--- config.mk ---
export PLATFORM = sky130hd
export DESIGN_NAME = pixel_frame_sequencer
export DESIGN_NICKNAME = d
export VERILOG_FILES = /design/src/rtl/pixel_frame_sequencer.sv
export SDC_FILE = /design/constraint.sdc
export NUM_CORES = 1
export LEC_CHECK = 0
export ABC_CLOCK_PERIOD_IN_PS = 2200
export BUFFER_PORTS_ARGS = -buffer_cell sky130_fd_sc_hd__buf_2
export CORE_AREA = 2 2 93 86
export CTS_CLUSTER_DIAMETER = 80
export DETAILED_ROUTE_END_ITERATION = 6
export DIE_AREA = 0 0 95 88
export PLACE_DENSITY = 0.7
export REMOVE_ABC_BUFFERS = 1
export SYNTH_ARGS = -nofsm -noshare
export SYNTH_HDL_FRONTEND = slang
export SYNTH_SLANG_ARGS = --single-unit
--- constraint.sdc ---
create_clock -name clk -period 2.2 [get_ports clk]
set_input_delay 0.66 -clock clk [delete_from_list [all_inputs] [get_ports clk]]
set_output_delay 0.66 -clock clk [all_outputs]
set_load 0.02 [all_outputs]
--- src/rtl/pixel_frame_sequencer.sv ---
// pixel_frame_sequencer
//   Streams one frame of NUM_PIXELS bytes from an input frame memory through
//   the pixel-controller datapath and writes each result to the output frame
//   memory at the matching address. The threshold/value/select operands are
//   latched at frame start and held for the whole frame.
//
// Ports
//   clk, rst_n         clock (rising edge), asynchronous active-low reset
//   start, abort       frame request (honoured only in IDLE) / cancel in RUN
//   cfg_threshold/value/select   operands captured at start
//   rd_en, rd_addr     input-memory read; rd_data returns one cycle later
//   px_en, px_in       datapath enable and pixel (px_in = rd_data)
//   px_threshold/value/select    latched operands to the datapath
//   px_out             datapath result, PIPE_LAT enabled cycles after px_in
//   wr_en, wr_addr, wr_data, wr_ready   output-memory write port
//   busy, done         frame in progress / one-cycle completion pulse
//   dbg_state          current FSM state (0 IDLE, 1 RUN, 2 DONE)
//
// Handshake: a write transfers on any rising edge where wr_en && wr_ready.
// While wr_en is high and wr_ready is low, wr_en/wr_addr/wr_data hold and the
// whole read/datapath pipeline freezes (no rd_en, no px_en).
module pixel_frame_sequencer #(
  parameter int NUM_PIXELS = 98304,
  parameter int ADDR_W     = 17,
  parameter int PIPE_LAT   = 1
) (
  input  logic              clk,
  input  logic              rst_n,
  input  logic              start,
  input  logic              abort,
  input  logic [7:0]        cfg_threshold,
  input  logic [7:0]        cfg_value,
  input  logic [1:0]        cfg_select,
  output logic              rd_en,
  output logic [ADDR_W-1:0] rd_addr,
  input  logic [7:0]        rd_data,
  output logic              px_en,
  output logic [7:0]        px_in,
  output logic [7:0]        px_threshold,
  output logic [7:0]        px_value,
  output logic [1:0]        px_select,
  input  logic [7:0]        px_out,
  output logic              wr_en,
  output logic [ADDR_W-1:0] wr_addr,
  output logic [7:0]        wr_data,
  input  logic              wr_ready,
  output logic              busy,
  output logic              done,
  output logic [1:0]        dbg_state
);

  localparam int CNT_W = ADDR_W + 1;
  localparam logic [CNT_W-1:0] NUM_PX  = CNT_W'(NUM_PIXELS);
  localparam logic [CNT_W-1:0] LAST_PX = CNT_W'(NUM_PIXELS - 1);

  typedef enum logic [1:0] {
    ST_IDLE = 2'd0,
    ST_RUN  = 2'd1,
    ST_DONE = 2'd2
  } state_t;

  state_t            state;
  logic [CNT_W-1:0]  rd_cnt;
  logic [CNT_W-1:0]  wr_cnt;
  // vld[0] marks read data present at px_in; vld[PIPE_LAT] marks a result at px_out.
  logic [PIPE_LAT:0] vld;
  logic              stall;
  logic              wr_fire;

  assign wr_en     = vld[PIPE_LAT];
  assign stall     = wr_en & ~wr_ready;
  assign wr_fire   = wr_en & wr_ready;
  assign rd_en     = (state == ST_RUN) && (rd_cnt < NUM_PX) && !stall;
  assign px_en     = busy & ~stall;
  assign rd_addr   = rd_cnt[ADDR_W-1:0];
  assign wr_addr   = wr_cnt[ADDR_W-1:0];
  assign wr_data   = px_out;
  assign px_in     = rd_data;
  assign dbg_state = state;

  always_ff @(posedge clk or negedge rst_n) begin
    if (!rst_n) begin
      state        <= ST_IDLE;
      rd_cnt       <= '0;
      wr_cnt       <= '0;
      vld          <= '0;
      busy         <= 1'b0;
      done         <= 1'b0;
      px_threshold <= '0;
      px_value     <= '0;
      px_select    <= '0;
    end else begin
      case (state)
        ST_IDLE: begin
          // start outranks a simultaneous abort here: abort only cancels RUN.
          if (start) begin
            px_threshold <= cfg_threshold;
            px_value     <= cfg_value;
            px_select    <= cfg_select;
            rd_cnt       <= '0;
            wr_cnt       <= '0;
            vld          <= '0;
            busy         <= 1'b1;
            state        <= ST_RUN;
          end
        end
        ST_RUN: begin
          if (abort) begin
            // Drops in-flight results; a write accepted on this same edge
            // may already have landed in the output memory.
            vld   <= '0;
            busy  <= 1'b0;
            state <= ST_IDLE;
          end else begin
            if (rd_en) rd_cnt <= rd_cnt + 1'b1;
            if (px_en) vld <= {vld[PIPE_LAT-1:0], rd_en};
            if (wr_fire) begin
              wr_cnt <= wr_cnt + 1'b1;
              if (wr_cnt == LAST_PX) begin
                vld   <= '0;
                busy  <= 1'b0;
                done  <= 1'b1;
                state <= ST_DONE;
              end
            end
          end
        end
        ST_DONE: begin
          done  <= 1'b0;
          state <= ST_IDLE;
        end
        default: begin
          busy  <= 1'b0;
          done  <= 1'b0;
          vld   <= '0;
          state <= ST_IDLE;
        end
      endcase
    end
  end

endmodule

* Word level (Yosys, flattened, before mapping) *
Index checks and enable logic that the tools add are counted.

word-level totals
  flip-flop bits (word level) = 60
  bits in latches = 0
  bits in writable memories = 0
  bits in read-only memories = 0
  input port bits = 39
  output and inout bits = 75
  logic and storage cells = 68
  memories = 0

cells by class
  add/subtract/negate cells = 2
  $mul = 0
  div/mod/pow operators = 0
  $lt $le $gt $ge = 1
  equality and inequality tests = 10
  shifts and indexed selects = 0
  mux-type cells = 27
  bitwise gates (word level) = 7
  reductions and logical operators = 12

operator list
  kind                                                                      number
  18-bit two-way mux                                                        5
  18-bit case mux with 2 select lines                                       2
  18-bit by 1-bit adder with 18-bit output (second input constant)          2
  18-bit by 17-bit equality test with 1-bit output (second input constant)  1
  18-bit by 17-bit < comparator with 1-bit output (second input constant)   1
  2-bit two-way mux                                                         9
  4-bit AND reduction                                                       4
  2-bit inequality test (second input constant)                             4
  1-bit two-way mux                                                         7
  2-bit case mux with 3 select lines                                        1
  1-bit NOT                                                                 4
  2-bit case mux with 2 select lines                                        1
  2-bit AND reduction                                                       2
  1-bit bitwise AND                                                         3
  3-bit by 2-bit inequality test with 1-bit output (second input constant)  1
  3-bit inequality test (second input constant)                             1
  1-bit case mux with 3 select lines                                        1
  3-bit AND reduction                                                       1
  2-bit by 1-bit equality test with 1-bit output (second input constant)    1
  2-bit equality test (second input constant)                               1
  1-bit logical AND                                                         2
  2-bit zero test                                                           1
  2-bit by 1-bit inequality test with 1-bit output (second input constant)  1
  1-bit case mux with 2 select lines                                        1
  2 further kinds                                                           2

* Logic depth before layout (Yosys ltp) *
Gate-level depths: netlist of run 1.

  depth after elaboration = 9
  mapped depth = 7
  depth with buffers taken out = 6

* Least setup slack after synthesis of run 1 *
Ideal clock, no wire load.

  kind = register to output
  start point = register state[0], in the netlist dbg_state[0]
  end point = output port rd_en
  arrival = 1194 ps
  required time = 1540 ps
  slack = 346 ps
  cell stages (with the launch flop) = 4
  buffers on the path = 1
  cell sequence = dfrtp_1 > buf_2 > nor2b_2 > and3_1

between the ends
  cells in the longest elaborated chain, start to end = 3

RTL lines
  item                                            line  RTL
  start, declared                                 62    state_t state;
  start signal, assigned                          83    state <= ST_IDLE;
  start signal, assigned                          104   state <= ST_RUN;
  start signal, assigned                          113   state <= ST_IDLE;
  2-bit by 1-bit equality test with 1-bit output  73    assign rd_en = (state == ST_RUN) && (rd_cnt < NUM_PX) && !stall;
  1-bit logical AND (2 in series)                 73
  end, declared                                   34    output logic rd_en,

Every way passes these cells.

* Worst setup path after layout of run 1 *
  start point = register state[1], in the netlist dbg_state[1]
  end point = output port rd_en

The elaborated chain is that of the path after synthesis.

==> results of run 1 <==
what timing repair did:
| item | in CTS | in global routing |
|---|---|---|
| cloned | 0 | 0 |
| pin swaps | 0 | 0 |
| gates resized for setup | 1 | 3 |
| endpoints found under the hold margin | 0 | 0 |
| endpoints found under the setup margin | 1 | 1 |
| buffers inserted | 0 | 0 |
kinds of logic (layout without fill, tap and decap cells):
family                   count (synthesis)  after routing  share of synthesized area
adder cells (fa/ha/maj)                  2              2                   0.007632
multiplexers                             2              2                   0.006107
flip-flops                              60             60                     0.4580
AND/OR/NAND/NOR                        176            176                     0.2710
buffers and inverters                   67            109                     0.1359
AO/OA/AOI/OAI                           20             20                    0.04657
XOR/XNOR                                28             28                    0.07481
cell usage in the layout (no fill, tap or decap), types with 2 or more instances in the layout:
master     count
dfrtp_2        2
nand3_1       16
a21oi_1        6
nor2_1        39
ha_1           2
buf_4          5
nor2b_1        2
bufinv_16      2
nor3_1         3
nor3_2         4
xor2_1        12
and2_1         2
o21ai_0        4
dfrtp_1       58
and3_2         3
and3_1         5
a41oi_1        2
nand2b_1       2
inv_1          6
nand2_1       71
buf_2         81
nand4_1        8
clkbuf_8      12
mux2i_1        2
xnor2_1       16
clkinv_2       2
nor4_1         6
metal layers:
| metal | wire length [um] | global-route usage | up-vias | share of wire |
|---|---|---|---|---|
| met2 | 3184 | 0.2663 | 87 | 0.45 |
| met4 | 83 | 0.06324 | 0 | 0.012 |
| met1 | 3260 | 0.2396 | 1205 | 0.47 |
| li1 | - | - | 1197 | - |
| met5 | 0 | 0.01786 | - | 0 |
| met3 | 477 | 0.06110 | 10 | 0.068 |
metrics by stage:
stage                     instance area, um2  hold WS (ps)  utilization  setup TNS, ps
after CTS                               3679         323.9       0.4975              0
after global routing                    3685         332.7       0.4983              0
after floorplan                         2855         364.4            -          -6500
final                                   3685         318.1       0.4983              0
after detailed placement                3438         458.8       0.4650              0
after global placement                  3438         455.1       0.4650              0
registers in the layout, indices dropped and copies added (netlist names):
signal,count
px_threshold,8
done,1
busy,1
vld,2
px_select,2
dbg_state,2
rd_cnt,18
wr_cnt,18
px_value,8
where the power goes:
part	leakage [nW]	internal (mW)	switching (mW)
Sequential	0.798	1.20	0.0700
Clock	0.122	0.727	0.435
Combinational	0.966	0.178	0.342
worst register-to-register path, stage by stage, from the launching register on:
cell and delay, ps:
dfrtp_1 460, and4_4 300, nand4_4 110, or4_4 570
a41oi_1 220, nor2_1 70
worst min path at each step:
| stage | from | to | slack, ps | cells after the start |
|---|---|---|---|---|
| 6_report | rst_n | vld[0] | 320 | 2 |
| 5_1_grt | rst_n | vld[0] | 330 | 2 |
| 4_1_cts | rst_n | vld[0] | 320 | 2 |
| 3_5_place_dp | px_threshold[3] | px_threshold[3] | 460 | 2 |
| 3_3_place_gp | px_threshold[7] | px_threshold[7] | 460 | 2 |
| 2_1_floorplan | rst_n | busy | 360 | 0 |
layout make-up:
type | instances | area, um2 | area share
multi-input combinational | 228 | 1340 | 0.3637
clock buffer | 12 | 165.2 | 0.04482
tap | 96 | 120.1 | 0.03260
clock inverter | 4 | 70.07 | 0.01902
inverter | 6 | 22.52 | 0.006112
sequential | 60 | 1504 | 0.4081
timing repair buffer | 87 | 462.9 | 0.1256
==> impl_metrics.py, run 1 <==
metrics = {
    "timing": {
        "period_share": 0.9442,
        "finalMaxSlewViolations": 0,
        "hold_viol": 0,
        "rsz0062_at_grt": "no",
        "slew-limit-headroom": 0.6145,
        "setup_viol": 0,
        "period_needed_ps": 2077,
        "clock.fmax_mhz": 481.4,
        "skew_ps": 9.079,
        "fin_ws_ps": 122.7,
        "worst_pin_slew_ps": 573.0,
    },
    "placed_design": {
        "dp_cells": 477,
        "dp_hpwl_um": 4721,
        "preCtsSetupSlack_ps": 137.4,
        "place_congestion": 0.8242,
        "portBuffers": 81,
    },
    "grt": {
        "grt-ovfl-total": 0,
        "grt_max_degree": 61,
        "grtUsageTotal": 0.1780,
        "grt_first_pass_wirelength_um": 11560,
        "grt_pass1_vias": 2393,
        "antenna_found_initial": 0,
    },
    "outcome": {
        "status": "completed",
    },
    "floorplanning": {
        "die_w_um": 95,
        "die_h_um": 88,
        "pin_count": 114,
        "floorplan.rows": 30,
        "core_area_um2": 7395,
        "dieArea_um2": 8360,
        "start_util": 0.4433,
    },
    "finish": {
        "layout.cells.non_filler": 493,
        "final_net_count": 433,
        "drive_gt1_frac": 0.3123,
        "n_antenna_cell": 0,
        "area_growth_pct": 12.40,
        "fill_cells": 698,
    },
    "critical_path": {
        "timing.rr.end": "vld[0]",
        "cp-start-kind": "flop",
        "setup.worst_path.start": "dbg_state[1]",
        "worst-path-max-fanout": 10,
        "crit_end": "rd_en",
        "path_depth": 3,
        "crit_chain": "nor2b_4 -> and3_1 -> buf_2",
        "ff2ff_setup_slack_ps": 370,
        "crit_path_end_kind": "output pin",
        "cpMaxStageDelayCell": "dfrtp_2",
        "critPathMaxStageDelay_ps": 500,
        "cp.arrival_ps": 1420,
        "cp_top_family": "flip-flops",
        "worstSetupPathType": "flop to output pin",
        "critical_path_buf_inv_count": 1,
        "cp.required_ps": 1540,
        "rr_startpoint": "wr_cnt[9]",
        "worstRegToRegCells": 5,
    },
    "clocking": {
        "cts_root_buf": "clkbuf_8",
        "clk_latency_ps": 330,
        "clkTransAtPathRegs_ps": 70,
        "cts_tree": "yes",
        "cts_buffer_depth": 2,
        "h-tree-depth": 3,
        "hold_buffers": 0,
        "clock-sinks": 60,
        "cts_made_buffers": 9,
    },
    "power": {
        "cellPowerDensity_nw_per_um2": 800.9,
        "p_leak_nw": 1.886,
        "p_total_mw": 2.951,
        "ir_drop_uv": 362.4,
    },
    "yosys": {
        "synth_edf_count": 0,
        "netlist_area_um2": 3278,
        "ys_top_cells_by_area": "dfrtp_1 (46%), buf_4 (12%), nand2_1 (8.1%), nor2_1 (4.5%), xnor2_1 (4.3%)",
        "synth_top_area_frac": 0.4580,
        "ys_seq_elements": 60,
        "syn_inst": 355,
        "synth_cell_types": 46,
        "synthFlopType": "dfrtp_1",
        "synthTopCellsByCount": "nand2_1 (71), dfrtp_1 (60), buf_4 (51), nor2_1 (39)",
        "yosysTopAreaCell": "dfrtp_1",
        "synth-seq-area-share": 0.4580,
        "async_flop_share": 1.000,
        "avgSynthCellArea_um2": 9.234,
        "synth.most_common_cell": "nand2_1",
        "yosys_warnings": 0,
    },
    "drt": {
        "wl_um": 7006,
        "drt_first_pass_iters": 4,
        "drc": 0,
        "drtAntennaViolNets": 0,
        "dr.first_iter.drc_count": 50,
        "wl_per_cell_um": 14.21,
        "vias_per_cell": 5.069,
        "vias": 2499,
    },
    "min_path": {
        "hold_path.class": "input port to async pin",
    },
    "run": {
        "maxCapViolations": 0,
    },
}
Note: power is estimated with default switching activity, not from simulation.
==> run 2, diff against run 1 <==
--- a/config.mk
+++ b/config.mk
@@ -6,5 +6,4 @@
 export NUM_CORES = 1
 export LEC_CHECK = 0
-export ABC_CLOCK_PERIOD_IN_PS = 2200
 export BUFFER_PORTS_ARGS = -buffer_cell sky130_fd_sc_hd__buf_2
 export CORE_AREA = 2 2 93 86
==> constraint.sdc (replaced) <==
create_clock -name clk -period 2.2 [get_ports clk]
set_input_delay 0.11 -clock clk [delete_from_list [all_inputs] [get_ports clk]]
set_output_delay 0.11 -clock clk [all_outputs]
set_load 0.02 [all_outputs]
==> impl_metrics.py, run 2 (synthesis results as in run 1) <==
metrics = {
    "outcome": {
        "status": "completed",
    },
    "timing": {
        "skew_ps": 5.620,
        "worst_pin_slew_ps": 710.3,
        "period_needed_ps": 1897,
        "hold_viol": 0,
        "rsz0062_at_grt": "no",
        "period_share": 0.8625,
        "setup_viol": 0,
        "whs_ps": 150.8,
        "clock.fmax_mhz": 527.0,
        "slew-limit-headroom": 0.5265,
        "finalMaxSlewViolations": 0,
    },
    "placed_design": {
        "dp_cells": 474,
        "placed_area_um2": 3416,
        "portBuffers": 81,
        "place_congestion": 0.8828,
        "dp_hpwl_um": 4785,
    },
    "clocking": {
        "cts_tree": "yes",
        "h-tree-depth": 3,
        "clk_latency_ps": 330,
        "clock-sinks": 60,
        "hold_buffers": 20,
        "clkTransAtPathRegs_ps": 60,
        "cts_made_buffers": 9,
        "cts_buffer_depth": 2,
        "postCtsSetupBuffers": 0,
        "cts-resized-gates": 0,
        "cts_root_buf": "clkbuf_8",
    },
    "grt": {
        "antenna_found_initial": 0,
        "grtUsageTotal": 0.1849,
        "grt_first_pass_wirelength_um": 11770,
        "grt-ovfl-total": 0,
        "grt_pass1_vias": 2459,
        "grt_max_degree": 52,
    },
    "min_path": {
        "worstHoldPathCells": 3,
        "hold_path.class": "input port to flop",
    },
    "drt": {
        "drt_first_pass_iters": 4,
        "vias": 2564,
        "wl_per_cell_um": 14.39,
        "dr.first_iter.drc_count": 126,
        "wl_um": 7325,
        "drtAntennaViolNets": 0,
        "vias_per_cell": 5.037,
        "drc": 0,
    },
    "finish": {
        "multi_input_area_um2": 1331,
        "layout.cells.non_filler": 509,
        "final_area_um2": 3804,
        "seq_area_um2": 1501,
        "final_cell_mix": "buf_2 (81), nand2_1 (71), dfrtp_1 (60)",
        "final_net_count": 450,
        "top_regs": "rd_cnt x18, wr_cnt x18",
        "fill_cells": 699,
        "area_growth_pct": 16.03,
        "drive_gt1_frac": 0.2809,
        "final_common_cell": "buf_2",
        "finish.utilization": 0.5144,
        "n_antenna_cell": 0,
    },
    "critical_path": {
        "cp.arrival_ps": 2090,
        "cp-start-kind": "flop",
        "worstSetupPathType": "flop to flop",
        "crit_path_end_kind": "flop",
        "worst-path-max-fanout": 19,
        "worstRegToRegCells": 5,
        "cp.required_ps": 2390,
    },
    "floorplanning": {
        "die_h_um": 88,
        "die_w_um": 95,
        "dieArea_um2": 8360,
        "start_util": 0.4433,
        "pin_count": 114,
        "core_area_um2": 7395,
        "floorplan.rows": 30,
    },
    "power": {
        "cellPowerDensity_nw_per_um2": 719.8,
        "ir_drop_uv": 482.5,
        "p_leak_nw": 1.928,
        "p_total_mw": 2.738,
    },
    "run": {
        "maxCapViolations": 0,
    },
}
[run 2: layout make-up]
| class | instances | share of cell area |
|---|---|---|
| clock buffer | 14 | 0.04803 |
| clock inverter | 1 | 0.001316 |
| inverter | 6 | 0.005921 |
| multi-input combinational | 228 | 0.3500 |
| sequential | 60 | 0.3947 |
| tap | 96 | 0.03158 |
| timing repair buffer | 104 | 0.1684 |
[run 2: per-layer routing]
layer	up-vias	share of wire	GRT usage
li1	1231	-	-
met1	1249	0.42	0.2278
met2	76	0.50	0.3005
met3	8	0.072	0.08778
met4	0	0.0070	0.03162
met5	-	0	0.01786
[run 2: final timing paths]
| check | to | slack (ps) | from |
|---|---|---|---|
| hold / removal | dbg_state[0] | 150 | start |
| min in group asynchronous | vld[0] | 360 | rst_n |
| hold reg to reg | px_threshold[5] | 470 | px_threshold[5] |
| max in group asynchronous | px_threshold[3] | 1230 | rst_n |
| setup / recovery | rd_cnt[12] | 300 | dbg_state[0] |
| setup reg to reg | rd_cnt[12] | 300 | dbg_state[0] |
[run 2: where the power goes]
part / internal (mW) / switching [mW]
clock: 0.525 / 0.405
sequential: 1.20 / 0.0719
combinational: 0.193 / 0.345
total: 1.92 / 0.821
[run 2: worst max-delay path: stages, from the launching register on]
cell     delay [ps]
dfrtp_1         490
nor2b_2         300
a41oi_4         340
nor4_1          430
xnor2_1         160
nor2_1           50
[run 2: stage by stage]
stage | setup WS, ps | TNS (ps)
floorplan | -464.1 | -5630
detailed placement | 303.0 | 0
CTS | 292.9 | 0
global placement | 352.6 | 0
finish | 302.5 | 0
global route | 107.1 | 0
==> run 3, diff against run 2 <==
Settings changed: ABC_AREA from default to 1, CORE_AREA 2 2 93 86 to 2 2 99 91, DIE_AREA 0 0 95 88 to 0 0 101 93, PLACE_DENSITY 0.7 to 0.68.
==> impl_metrics.py, run 3 <==
metrics = {
    "finish": {
        "final_area_um2": 4203,
        "final_cell_mix": "nand2_1 (156), buf_2 (81), dfrtp_1 (60)",
        "n_antenna_cell": 0,
        "area_growth_pct": 14.64,
        "fill_cells": 835,
        "finish.utilization": 0.4999,
        "seq_area_um2": 1501,
        "drive_gt1_frac": 0.2224,
        "multi_input_area_um2": 1521,
        "final_net_count": 589,
        "layout.cells.non_filler": 655,
        "final_common_cell": "nand2_1",
        "top_regs": "rd_cnt x18, wr_cnt x18",
    },
    "drt": {
        "dr.first_iter.drc_count": 138,
        "wl_per_cell_um": 13.43,
        "drc": 0,
        "drtAntennaViolNets": 0,
        "vias": 3246,
        "vias_per_cell": 4.956,
        "drt_first_pass_iters": 4,
        "wl_um": 8796,
    },
    "clocking": {
        "clkTransAtPathRegs_ps": 70,
        "clock-sinks": 60,
        "cts_buffer_depth": 2,
        "cts_tree": "yes",
        "cts_root_buf": "clkbuf_8",
        "cts_made_buffers": 9,
        "clk_latency_ps": 340,
        "cts-resized-gates": 0,
        "h-tree-depth": 3,
    },
    "timing": {
        "period_needed_ps": 1751,
        "fin_ws_ps": 448.6,
        "setup_viol": 0,
        "worst_pin_slew_ps": 630.3,
        "clock.fmax_mhz": 571.0,
        "skew_ps": 8.876,
        "slew-limit-headroom": 0.5798,
        "whs_ps": 88.51,
        "rsz0062_at_grt": "no",
        "hold_viol": 0,
        "tns_ps": 0,
        "finalMaxSlewViolations": 0,
        "period_share": 0.7961,
    },
    "critical_path": {
        "cp.required_ps": 2460,
        "cp.arrival_ps": 2010,
        "worst-path-max-fanout": 28,
        "crit_path_end_kind": "flop",
        "worstSetupPathType": "flop to flop",
        "worstRegToRegCells": 7,
        "cp-start-kind": "flop",
    },
    "placed_design": {
        "portBuffers": 81,
        "place_congestion": 0.8616,
        "preCtsSetupSlack_ps": 448.3,
        "dp_hpwl_um": 6202,
        "dp_cells": 620,
        "placed_area_um2": 3777,
    },
    "floorplanning": {
        "pin_count": 114,
        "core_area_um2": 8408,
        "die_h_um": 93,
        "floorplan.rows": 32,
        "start_util": 0.4360,
        "dieArea_um2": 9393,
        "die_w_um": 101,
    },
    "min_path": {
        "hold_path.class": "input port to flop",
        "worstHoldPathCells": 4,
    },
    "run": {
        "maxCapViolations": 0,
    },
    "yosys": {
        "netlist_area_um2": 3666,
        "syn_inst": 493,
        "yosysTopAreaCell": "dfrtp_1",
        "synth_top_area_frac": 0.4096,
        "synth.most_common_cell": "nand2_1",
        "ys_seq_elements": 60,
        "synthTopCellsByCount": "nand2_1 (156), dfrtp_1 (60), buf_4 (51), inv_1 (46), nor2_1 (37)",
        "avgSynthCellArea_um2": 7.436,
        "synth-seq-area-share": 0.4096,
        "synthFlopType": "dfrtp_1",
        "async_flop_share": 1.000,
        "synth_cell_types": 32,
        "synth_edf_count": 0,
        "yosys_warnings": 0,
        "ys_top_cells_by_area": "dfrtp_1 (41%), nand2_1 (16%), buf_4 (10%), inv_1 (4.7%), nand3_1 (4.5%)",
    },
    "power": {
        "p_total_mw": 4.196,
        "cellPowerDensity_nw_per_um2": 998.4,
        "p_leak_nw": 2.117,
        "ir_drop_uv": 563.8,
    },
    "grt": {
        "grt_pass1_vias": 3067,
        "grt_max_degree": 29,
        "grtUsageTotal": 0.1944,
        "grt_first_pass_wirelength_um": 14520,
        "antenna_found_initial": 0,
        "grt-ovfl-total": 0,
    },
    "outcome": {
        "status": "completed",
    },
}
==> run 3: cell count changes after synthesis, sizes merged, moves of 4 or more <==
cell	change
nand2	+88
inv	+45
o21ai	+30
nand3	+20
xnor2	-16
nand4	+11
xor2	-11
and3	-8
nor4	-6
a21oi	+5
clkbuf	-4
o21bai	+4
==> run 3: power by group <==
| part | internal (mW) | leakage [nW] | total (mW) | switching [mW] |
|---|---|---|---|---|
| Clock | 0.701 | 0.112 | 1.16 | 0.455 |
| Sequential | 1.33 | 0.802 | 1.51 | 0.179 |
| Combinational | 0.455 | 1.20 | 1.53 | 1.08 |
| Total | 2.49 | 2.12 | 4.20 | 1.71 |
==> run 3: worst max-delay path, cell delays in order, from the launching register on <==
cell and delay, ps:
dfrtp_1 480, inv_2 130, nand3_4 210, nand2_1 190, nand2_2 300, inv_2 200
nand3_1 80, o21ai_0 80
==> run 3: routing by layer <==
metal / vias to the layer above / GRT usage / wire length (um)
met5: - / 0.01183 / 0
met4: 0 / 0.07883 / 183
met3: 18 / 0.04111 / 513
met2: 104 / 0.2939 / 3983
met1: 1490 / 0.2709 / 4115
li1: 1634 / - / -
==> run 3: worst paths after layout <==
path | startpoint | endpoint | slack [ps]
setup / recovery | dbg_state[1] | rd_cnt[0] | 450
hold / removal | abort | dbg_state[1] | 90
setup reg to reg | dbg_state[1] | rd_cnt[0] | 450
hold reg to reg | px_value[3] | px_value[3] | 480
max in group asynchronous | rst_n | wr_cnt[17] | 1180
min in group asynchronous | rst_n | rd_cnt[1] | 330
==> run 3: cells by family after synthesis <==
family	count (synthesis)	synth area share
adders and majority gates	2	0.006825
AOI/OAI and AO/OA	51	0.07338
and+or+nand+nor	268	0.3324
xor gates and xnor gates	1	0.002390
DFF	60	0.4096
buffers and inverters	111	0.1754
==> run 3: repair_timing <==
action,in CTS,in global routing
endpoints found under the hold margin,44,0
hold buffers,19,0
buffers inserted,0,0
==> run 3: cell type report <==
| class | count | area share |
|---|---|---|
| repair buffers | 104 | 0.1489 |
| clock inverters | 5 | 0.01995 |
| well taps | 102 | 0.03037 |
| inverters | 51 | 0.04555 |
| multi-input cells | 322 | 0.3620 |
| clock buffers | 11 | 0.03602 |
| flip-flops and latches | 60 | 0.3572 |
